**src/rtl/gba_dma_trigger.sv**
```systemverilog
// gba_dma_trigger: turns DMA timing events into per-channel pending bits and offers one start at a time
// Ports: fclk/reset (sync, active-high); dma_enable/dma_timing from DMACNT; GPU pulses hblank_trigger,
// vblank_trigger, videodma_start/stop; sound_fifo_req for ch1/ch2; start_valid/start_chan/start_ready
// handshake to the transfer engine; done_valid ends a transfer; pending, busy, ch3_disable status.
module gba_dma_trigger #(
  parameter int IMM_DELAY = 2
) (
  input  logic       fclk,
  input  logic       reset,
  input  logic [3:0] dma_enable,
  input  logic [7:0] dma_timing,
  input  logic       hblank_trigger,
  input  logic       vblank_trigger,
  input  logic       videodma_start,
  input  logic       videodma_stop,
  input  logic [1:0] sound_fifo_req,
  output logic       start_valid,
  output logic [1:0] start_chan,
  input  logic       start_ready,
  input  logic       done_valid,
  output logic [3:0] pending,
  output logic       busy,
  output logic       ch3_disable
);
  localparam int CW = $clog2(IMM_DELAY + 1);
  logic [3:0] en_q, pending_q, pending_d, ev, cand, special_ev;
  logic [CW-1:0] cnt_q [4];
  logic [CW-1:0] cnt_d [4];
  logic start_valid_q, start_valid_d, busy_q, busy_d, ch3_dis_q, ch3_stop, accept;
  logic [1:0] start_chan_q, start_chan_d, pick;
  assign accept = start_valid_q & start_ready;
  // stop beats a same-cycle start for the video-capture channel
  assign special_ev = {videodma_start & ~videodma_stop, sound_fifo_req, 1'b0};
  assign ch3_stop = dma_enable[3] & (dma_timing[7:6] == 2'b11) & videodma_stop;
  always_comb begin
    ev = '0;
    pending_d = pending_q;
    for (int c = 0; c < 4; c++) begin
      // immediate channels fire on the cycle their delay counter reaches its last count
      ev[c] = dma_enable[c] & (dma_timing[2*c +: 2] == 2'b00 ? cnt_q[c] == CW'(1) :
                               dma_timing[2*c +: 2] == 2'b01 ? vblank_trigger :
                               dma_timing[2*c +: 2] == 2'b10 ? hblank_trigger : special_ev[c]);
      cnt_d[c] = !dma_enable[c] ? '0 :
                 (!en_q[c] && dma_timing[2*c +: 2] == 2'b00) ? CW'(IMM_DELAY) :
                 (cnt_q[c] != '0) ? cnt_q[c] - CW'(1) : '0;
      // a new event outranks a same-cycle accept so the extra request is not lost
      pending_d[c] = !dma_enable[c] ? 1'b0 :
                     (c == 3 && ch3_stop) ? 1'b0 :
                     ev[c] ? 1'b1 :
                     (accept && start_chan_q == 2'(c)) ? 1'b0 : pending_q[c];
    end
  end
  assign cand = pending_q & dma_enable;
  assign pick = cand[0] ? 2'd0 : cand[1] ? 2'd1 : cand[2] ? 2'd2 : 2'd3;
  always_comb begin
    start_valid_d = start_valid_q ? (!accept && dma_enable[start_chan_q]) : (!busy_q && |cand);
    start_chan_d = (!start_valid_q && !busy_q && |cand) ? pick : start_chan_q;
    busy_d = accept | (busy_q & ~done_valid);
  end
  always_ff @(posedge fclk) begin
    if (reset) begin
      en_q <= '0;
      pending_q <= '0;
      start_valid_q <= 1'b0;
      start_chan_q <= 2'd0;
      busy_q <= 1'b0;
      ch3_dis_q <= 1'b0;
      for (int c = 0; c < 4; c++) cnt_q[c] <= '0;
    end else begin
      en_q <= dma_enable;
      pending_q <= pending_d;
      start_valid_q <= start_valid_d;
      start_chan_q <= start_chan_d;
      busy_q <= busy_d;
      ch3_dis_q <= ch3_stop;
      for (int c = 0; c < 4; c++) cnt_q[c] <= cnt_d[c];
    end
  end
  assign start_valid = start_valid_q;
  assign start_chan = start_chan_q;
  assign pending = pending_q;
  assign busy = busy_q;
  assign ch3_disable = ch3_dis_q;
endmodule
```
**config.mk**
```make
export PLATFORM = sky130hd
export DESIGN_NAME = gba_dma_trigger
export DESIGN_NICKNAME = d
export VERILOG_FILES = /design/src/rtl/gba_dma_trigger.sv
export SDC_FILE = /design/constraint.sdc
export NUM_CORES = 1
export LEC_CHECK = 0
export ABC_AREA = 1
export ABC_CLOCK_PERIOD_IN_PS = 2500
export CAP_MARGIN = 20
export CORE_MARGIN = 3
export CORE_UTILIZATION = 40
export DETAILED_ROUTE_END_ITERATION = 12
export PLACE_DENSITY = 0.71
export REMOVE_ABC_BUFFERS = 1
export SLEW_MARGIN = 40
export SYNTH_ARGS = -nofsm -noshare
export SYNTH_HDL_FRONTEND = slang
export SYNTH_SLANG_ARGS = --single-unit
```
**constraint.sdc**
```tcl
create_clock -name fclk -period 2.5 [get_ports fclk]
set_clock_uncertainty 0.05 [all_clocks]
set_input_delay 0.5 -clock fclk [delete_from_list [all_inputs] [get_ports fclk]]
set_output_delay 0.5 -clock fclk [all_outputs]
set_load 0.01 [all_outputs]
```
### Word-level counts from Yosys, hierarchy flattened

Memories as Yosys holds them, arrays and structs flattened.
Index checks and enable logic that the tools add are counted.

* bits in registers: 13
* bits in latches: 0
* RAM bits: 8
* ROM bits: 0
* input port bits: 22
* output and inout port bits: 9
* memories kept: 1

Memories
* cnt_q: words 4, bits a word 2, rd ports 4, clocked after memory_dff 0, write ports 4, line 27 `logic [CW-1:0] cnt_q [4];`

* add/sub/neg operators: 4
* $mul: 0
* div/mod/pow operators: 0
* magnitude comparators: 1
* equal/unequal tests: 16
* shift-type cells: 0
* mux-type cells: 45
* bitwise operators: 21
* reductions and logical operators: 37

Operator list (count)
* 2-bit two-way mux: 18
* 1-bit two-way mux: 26
* 2-bit by 1-bit equality test with 1-bit output (second input constant): 9
* 2-bit nonzero test: 8
* 2-bit equality test (second input constant): 7
* 1-bit logical AND: 12
* 2-bit logical NOT: 5
* 1-bit AND: 9
* 2-bit by 1-bit subtractor with 2-bit output (second input constant): 4
* 1-bit logical NOT: 7
* 1-bit NOT: 6
* 2-bit OR reduction: 3
* 1-bit OR: 5
* 4-bit AND: 1
* 4-bit OR reduction: 1
* 2-bit by 3-bit < comparator with 1-bit output (second input constant): 1
* 3-bit OR reduction: 1
* 1-bit binary-select mux with 2-bit select: 1

### Depth between registers and ports, before layout

Gate-level depths: netlist of the first run.

* depth after elaboration: 7
* mapped depth: 7
* depth with buffers taken out: 7

### Least setup slack after synthesis of the first run

Ideal clock, no wire load.

* path type: input to register
* from: in start_ready
* to: reg pending_q[2], in the netlist pending[2]
* arrival time: 912 ps
* data required time: 2335 ps
* setup slack: 1423 ps
* stages on the path: 5
* path buffers: 0
* cells stage by stage: nand2_1 > o21ai_0 > nand2_1 > nor2_1 > nor2_1

* cells in the longest elaborated chain, start to end: 3

RTL lines
* from (decl): line 19 `input logic start_ready,`
* 1-bit AND: line 31 `assign accept = start_valid_q & start_ready;`
* 1-bit logical AND: line 50 `(accept && start_chan_q == 2'(c)) ? 1'b0 : pending_q[c];`
* 2-bit nonzero test (no source line)
* to (signal assigned): line 71 `pending_q <= pending_d;`
* to (decl): line 26 `logic [3:0] en_q, pending_q, pending_d, ev, cand, special_ev;`

No other way between the ends.
A chain may end at the register's enable or synchronous reset.

### Worst setup path in the final report of the first run

* from: reg start_chan_q[0], in the netlist start_chan[0]
* to: out start_chan[0]

RTL lines
* from (decl): line 30 `logic [1:0] start_chan_q, start_chan_d, pick;`
* from (signal assigned): line 73 `start_chan_q <= start_chan_d;`
* to (decl): line 18 `output logic [1:0] start_chan,`

No word-level cell between the ends.

==> impl_metrics.csv, run 1 <==
group,metric,value,unit
setup_path,cp-end-kind,"output port",
floorplanning,io_pins,31,
power_and_ir_drop,p_per_area,495,mW/mm^2
synthesis,netlist_area,940,um^2
global_routing,grt_use_met2,0.293,
clock_tree,clock-sinks,21,
synthesis,seq_area_frac_synth,0.447,
timing,rsz0062_at_grt,"false",
timing,slew_violations,0,
floorplanning,die_area,0.00297,mm^2
timing,setup_viol,0,
floorplanning,die_x,54.5,um
floorplanning,initial_utilization,0.451,
synthesis,ys_top_cells_by_count,"48 x nand2_1, 23 x inv_1, 21 x dfxtp_1",
global_routing,grt_pass1_vias,909,
placement,dp_cells,201,
synthesis,synth.area.top_cells,"dfxtp_1 45%, nand2_1 19%, inv_1 9.2%",
final_layout,nFillCells,201,
power_and_ir_drop,swShare,0.259,
synthesis,yosysMostFrequentCell,"nand2_1",
setup_path,crit_required,1950,ps
clock_tree,clockBufferDepth,2,
floorplanning,die_h,54.5,um
timing,hold_ws,405,ps
power_and_ir_drop,ir_drop,275,uV
setup_path,critical_path_class,"register to output port",
clock_tree,cts-root-buf,"clkbuf_4",
min_path,hold_depth,1,
clock_tree,postCtsSetupBuffers,0,
timing,max_slew_margin,0.817,
timing,timing.final.crit_share,0.770,
status,status,"complete, no violations",
setup_path,crit_path_cell_trace,"clkdlybuf4s50_1",
routing,via_per_inst,4.88,
placement,postPlaceCellArea,0.00127,mm^2
synthesis,synth_edf_count,0,
clock_tree,cts_tree,"yes",
routing,wire_per_inst,10.3,um
timing,final-hold-violation-count,0,
timing,fin_crit,1930,ps
floorplanning,fp.coreArea,0.00208,mm^2
placement,dp_slack,811,ps
synthesis,ys.warnings.count,0,
clock_tree,path_clk_slew,110,ps
global_routing,grt_use_met3,0.0245,
global_routing,track_usage,0.161,
global_routing,met1_usage,0.185,
setup_path,cp-start-kind,"register",
run,maxCapViolCount,0,
setup_path,critPathArrivalTime,1380,ps
setup_path,crit_slowest_cell,"clkdlybuf4s50_1",
global_routing,antenna_found_initial,0,
synthesis,ys_async_sr_fraction,0,
synthesis,syn_avg_cell_area,6.53,um^2
synthesis,ys.flop_type,"dfxtp_1",
final_layout,final_cell_area,0.00130,mm^2
timing,fin_setup_tns,0,ps
setup_path,path_buf_inv,1,
final_layout,final_util,0.624,
timing,max_freq,519,MHz
final_layout,area_growth,38.3,%
routing,via_count,1000,
clock_tree,cts_hold_buf,0,
clock_tree,cts_max_level,1,
setup_path,crit_fanout,7,
clock_tree,numCtsBuffers,3,
power_and_ir_drop,seq_power_share,0.561,
global_routing,overflow,0,
final_layout,fin_cells,205,
power_and_ir_drop,leakage,0.601,nW
final_layout,drive_above_1_share,0.0337,
final_layout,fin_nets,201,
placement,dpl.hpwl,1710,um
setup_path,slowest_delay,600,ps
final_layout,n_antenna_cell,0,
routing,drt-initial-drc-count,20,
min_path,hp-class,"register to register",
synthesis,synth-seq-cells,21,
routing,drc,0,
global_routing,grt_max_degree,12,
routing,firstDrtPassIters,5,
placement,port_buffers,30,
routing,wl,2100,um
routing,ant_nets,0,
synthesis,yosysUniqueCellTypes,15,
power_and_ir_drop,total_power,0.643,mW
clock_tree,cts_resized,0,
clock_tree,insertion_delay,290,ps
global_routing,grt_pass1_wl,3510,um
setup_path,r2r_cells,5,
timing,setup_ws,575,ps
synthesis,synth_largest_area_cell,"dfxtp_1",
setup_path,worst-path-stages,1,
placement,gp_congestion,0.784,
synthesis,syn_inst,144,
power_and_ir_drop,p_comb_frac,0.196,
power_and_ir_drop,p_int,0.477,mW
global_routing,grt_most_used_layer,"met2",
synthesis,synth_top_cell_area_share,0.447,
power_and_ir_drop,clockPowerShare,0.243,
floorplanning,fp-row-count,16,
setup_path,cpLargestDelayFamily,"buffers and inverters",
timing,tightestPinTransition,275,ps
power_and_ir_drop,power_switching,0.166,mW
==> power groups by stage <==
stage	Sequential, mW	Combinational [mW]	Clock, mW
floorplan	0.369	0.0545	0
global placement	0.367	0.124	0
detailed placement	0.368	0.126	0
CTS	0.360	0.126	0.161
global route	0.363	0.142	0.179
finish	0.361	0.126	0.156
==> area by class of cell <==
class / count / area (um^2) / area share
Sequential cell: 21 / 420 / 0.323
Tap cell: 27 / 33.8 / 0.0260
Timing Repair Buffer: 30 / 300 / 0.231
Inverter: 25 / 93.8 / 0.0722
Clock buffer: 4 / 26.3 / 0.0202
Multi-Input combinational cell: 98 / 425 / 0.327
==> registers in the layout, indices dropped and copies added, names as in the netlist <==
| register | flops |
|---|---|
| ch3_disable | 1 |
| en_q | 4 |
| pending | 4 |
| cnt_q | 8 |
| start_chan | 2 |
| start_valid | 1 |
| busy | 1 |
==> final timing paths <==
kind / slack (ps) / start / to
hold reg to reg: 400 / cnt_q[3][0] / cnt_q[3][0]
setup reg to reg: 1410 / start_valid / pending[2]
hold / removal: 400 / cnt_q[3][0] / cnt_q[3][0]
setup / recovery: 570 / start_chan[0] / start_chan[0]
==> metal layers <==
metal | share of wire | vias to the layer above | wire (um)
met2 | 0.50 | 32 | 1050
li1 | - | 521 | -
met1 | 0.43 | 443 | 894
met3 | 0.066 | 4 | 139
met4 | 0.0090 | 0 | 19
met5 | 0 | - | 0
==> logic make-up after synthesis <==
| family | share of synthesized area |
|---|---|
| buffers and inverters | 0.0999 |
| AO/OA/AOI/OAI | 0.121 |
| flip-flops | 0.447 |
| AND/OR/NAND/NOR | 0.332 |
==> layout by cell type, fill, tap and decap left out <==
master	instances
o21ai_1	1
clkbuf_4	3
inv_2	2
o21ai_0	5
inv_1	23
dfxtp_1	21
nor3_1	3
nor2_1	16
a21oi_2	1
clkbuf_1	1
o211ai_1	1
clkdlybuf4s50_1	30
o21bai_1	1
nand3_1	5
nor4_1	3
nand4_1	2
nand2_1	48
a21oi_1	12
Power figures use the tool's default switching activity.
==> inputs of run 2 (changes only) <==
ABC_CLOCK_PERIOD_IN_PS = 2000   (was 2500)
clock period = 2 ns   (was 2.5 ns; I/O delays follow)
==> results of run 2 <==
Same layout as run 1 (identical final DEF). Status: complete, no violations.
Main changes from that run: setup slack after placement 811 ps -> 411 ps; setup slack after layout 575 ps -> 175 ps; register-to-register setup slack 1410 ps -> 910 ps; total power 0.643 mW -> 0.804 mW; worst IR drop on VDD 275 uV -> 343 uV
==> inputs of run 3 (changes only) <==
ABC_AREA = not set   (was 1)
HOLD_SLACK_MARGIN = 0.06   (was not set)
PLACE_DENSITY = 0.72   (was 0.71)
==> impl_metrics.csv, run 3 <==
group,metric,value,unit
synthesis,synth_top_cell_area_share,0.478,
placement,port_buffers,30,
routing,drt-initial-drc-count,13,
setup_path,cp-end-kind,"output port",
clock_tree,cts-root-buf,"clkbuf_4",
global_routing,grt_most_used_layer,"met2",
setup_path,r2r-start,"start_chan[1]",
global_routing,antenna_found_initial,0,
setup_path,r2r_cells,3,
power_and_ir_drop,leakage,0.453,nW
routing,firstDrtPassIters,4,
clock_tree,cts_resized,0,
floorplanning,fp.coreArea,0.00202,mm^2
clock_tree,path_clk_slew,120,ps
global_routing,grt_max_degree,12,
final_layout,top_register,"cnt_q",
power_and_ir_drop,p_int,0.599,mW
clock_tree,clock-sinks,21,
setup_path,timing.rr.end,"start_valid",
power_and_ir_drop,power_switching,0.197,mW
floorplanning,io_pins,31,
floorplanning,die_h,52.9,um
setup_path,cp-start-kind,"register",
routing,ant_nets,0,
synthesis,ys_async_sr_fraction,0,
clock_tree,numCtsBuffers,3,
timing,setup_viol,0,
timing,fin_crit,1810,ps
setup_path,crit_path_cell_trace,"clkdlybuf4s50_1",
power_and_ir_drop,ir_drop,461,uV
synthesis,netlist_area,880,um^2
synthesis,yosysUniqueCellTypes,24,
routing,wl,1970,um
final_layout,mostFrequentLayoutCell,"clkdlybuf4s50_1",
setup_path,critical_path_class,"register to output port",
synthesis,syn_avg_cell_area,9.56,um^2
timing,max_slew_margin,0.820,
synthesis,ys_top_cells_by_count,"21 x dfxtp_1, 12 x a21oi_1, 6 x inv_1, 6 x nand2b_1",
timing,final-hold-violation-count,0,
power_and_ir_drop,p_per_area,644,mW/mm^2
timing,hold_ws,392,ps
floorplanning,die_x,52.9,um
global_routing,track_usage,0.160,
min_path,min_to,"cnt_q[3][0]",
timing,fin_setup_tns,0,ps
final_layout,mostFrequentLayoutCells,"30 x clkdlybuf4s50_1, 21 x dfxtp_1, 12 x a21oi_1",
timing,timing.final.crit_share,0.907,
routing,via_per_inst,5.28,
final_layout,n_antenna_cell,0,
power_and_ir_drop,clockPowerShare,0.256,
synthesis,synth.area.top_cells,"dfxtp_1 48%, a21oi_1 6.8%, mux2i_1 4.6%",
global_routing,grt_use_met3,0.0676,
routing,wire_per_inst,12.9,um
synthesis,synth_largest_area_cell,"dfxtp_1",
synthesis,yosysMostFrequentCell,"dfxtp_1",
final_layout,nFillCells,178,
setup_path,path_buf_inv,1,
floorplanning,die_area,0.00280,mm^2
global_routing,grt_pass1_vias,757,
placement,gp_congestion,0.877,
global_routing,grt_use_met2,0.258,
final_layout,fin_nets,148,
global_routing,met1_usage,0.196,
setup_path,crit_fanout,5,
final_layout,drive_above_1_share,0.0320,
power_and_ir_drop,swShare,0.247,
min_path,hold_depth,1,
min_path,hp-class,"register to register",
clock_tree,postCtsSetupBuffers,0,
status,status,"complete, no violations",
synthesis,synth_edf_count,0,
clock_tree,insertion_delay,310,ps
clock_tree,cts_tree,"yes",
setup_path,slowest_delay,580,ps
final_layout,final_cell_area,0.00124,mm^2
global_routing,overflow,0,
placement,dpl.hpwl,1520,um
synthesis,ys.warnings.count,0,
floorplanning,fp-row-count,16,
final_layout,area_growth,40.5,%
final_layout,regArea,420,um^2
floorplanning,initial_utilization,0.435,
setup_path,crit_required,1550,ps
setup_path,cpLargestDelayFamily,"buffers and inverters",
synthesis,ys.flop_type,"dfxtp_1",
timing,rsz0062_at_grt,"false",
timing,tightestPinTransition,270,ps
final_layout,multi_input_area,433,um^2
synthesis,synth-seq-cells,21,
run,maxCapViolCount,0,
setup_path,ff2ff_setup_slack,670,ps
placement,postPlaceCellArea,0.00121,mm^2
routing,drc,0,
final_layout,largest_register_ffs,8,
synthesis,seq_area_frac_synth,0.478,
synthesis,syn_inst,92,
routing,via_count,802,
clock_tree,cts_hold_buf,0,
timing,slew_violations,0,
setup_path,crit_slowest_cell,"clkdlybuf4s50_1",
clock_tree,cts_max_level,1,
power_and_ir_drop,seq_power_share,0.568,
timing,max_freq,552,MHz
clock_tree,clockBufferDepth,2,
setup_path,critPathArrivalTime,1360,ps
min_path,hold_start,"cnt_q[3][0]",
power_and_ir_drop,p_comb_frac,0.177,
global_routing,grt_pass1_wl,3290,um
-- run 3: per-stage QoR --
stage,power (mW),util,setup slack (ps),std cells
floorplan,0.516,-,748,91
global placement,0.601,0.598,295,148
detailed placement,0.601,0.598,300,148
CTS,0.805,0.611,180,152
global route,0.845,0.611,124,152
finish,0.796,0.611,187,152
-- run 3: power by group through the flow --
| stage | clock network, mW | logic (mW) | registers, mW |
|---|---|---|---|
| floorplan | 0 | 0.0529 | 0.463 |
| global placement | 0 | 0.140 | 0.461 |
| detailed placement | 0 | 0.140 | 0.461 |
| CTS | 0.212 | 0.141 | 0.452 |
| global route | 0.236 | 0.154 | 0.455 |
| finish | 0.204 | 0.141 | 0.452 |
-- run 3: worst max path at each step --
stage / end / start / cells past startpoint / slack, ps
2_1_floorplan: start_valid / start_chan[1] / 3 / 750
3_3_place_gp: start_valid / dma_enable[0] / 4 / 290
3_5_place_dp: pending[3] / dma_timing[6] / 4 / 300
4_1_cts: start_chan[1] / start_chan[1] / 1 / 180
5_1_grt: start_chan[1] / start_chan[1] / 1 / 120
6_report: start_chan[1] / start_chan[1] / 1 / 190
-- run 3: final cells by class --
| cell class | instances | area share |
|---|---|---|
| Clock buffer | 4 | 0.0213 |
| Sequential cell | 21 | 0.340 |
| Timing Repair Buffer | 30 | 0.243 |
| Multi-Input combinational cell | 64 | 0.350 |
| Tap cell | 27 | 0.0273 |
| Inverter | 6 | 0.0182 |
-- run 3: worst reg2reg max path, cell delays in order, from the launching register on --
cell and delay, ps:
dfxtp_1 470, mux4_2 520, nand3b_1 110, a21oi_1 70
-- run 3: logic make-up (layout without fill, tap and decap cells) --
family,after synthesis,in the layout,synth area share
compound gates,26,26,0.196
buf+inv,7,40,0.0299
flops,21,21,0.478
mux,5,5,0.0711
simple gates,33,33,0.225
-- run 3: layer usage --
metal	wire, um	up-vias
met1	853	372
met5	0	-
met4	4	0
met3	173	2
met2	933	25
li1	-	403
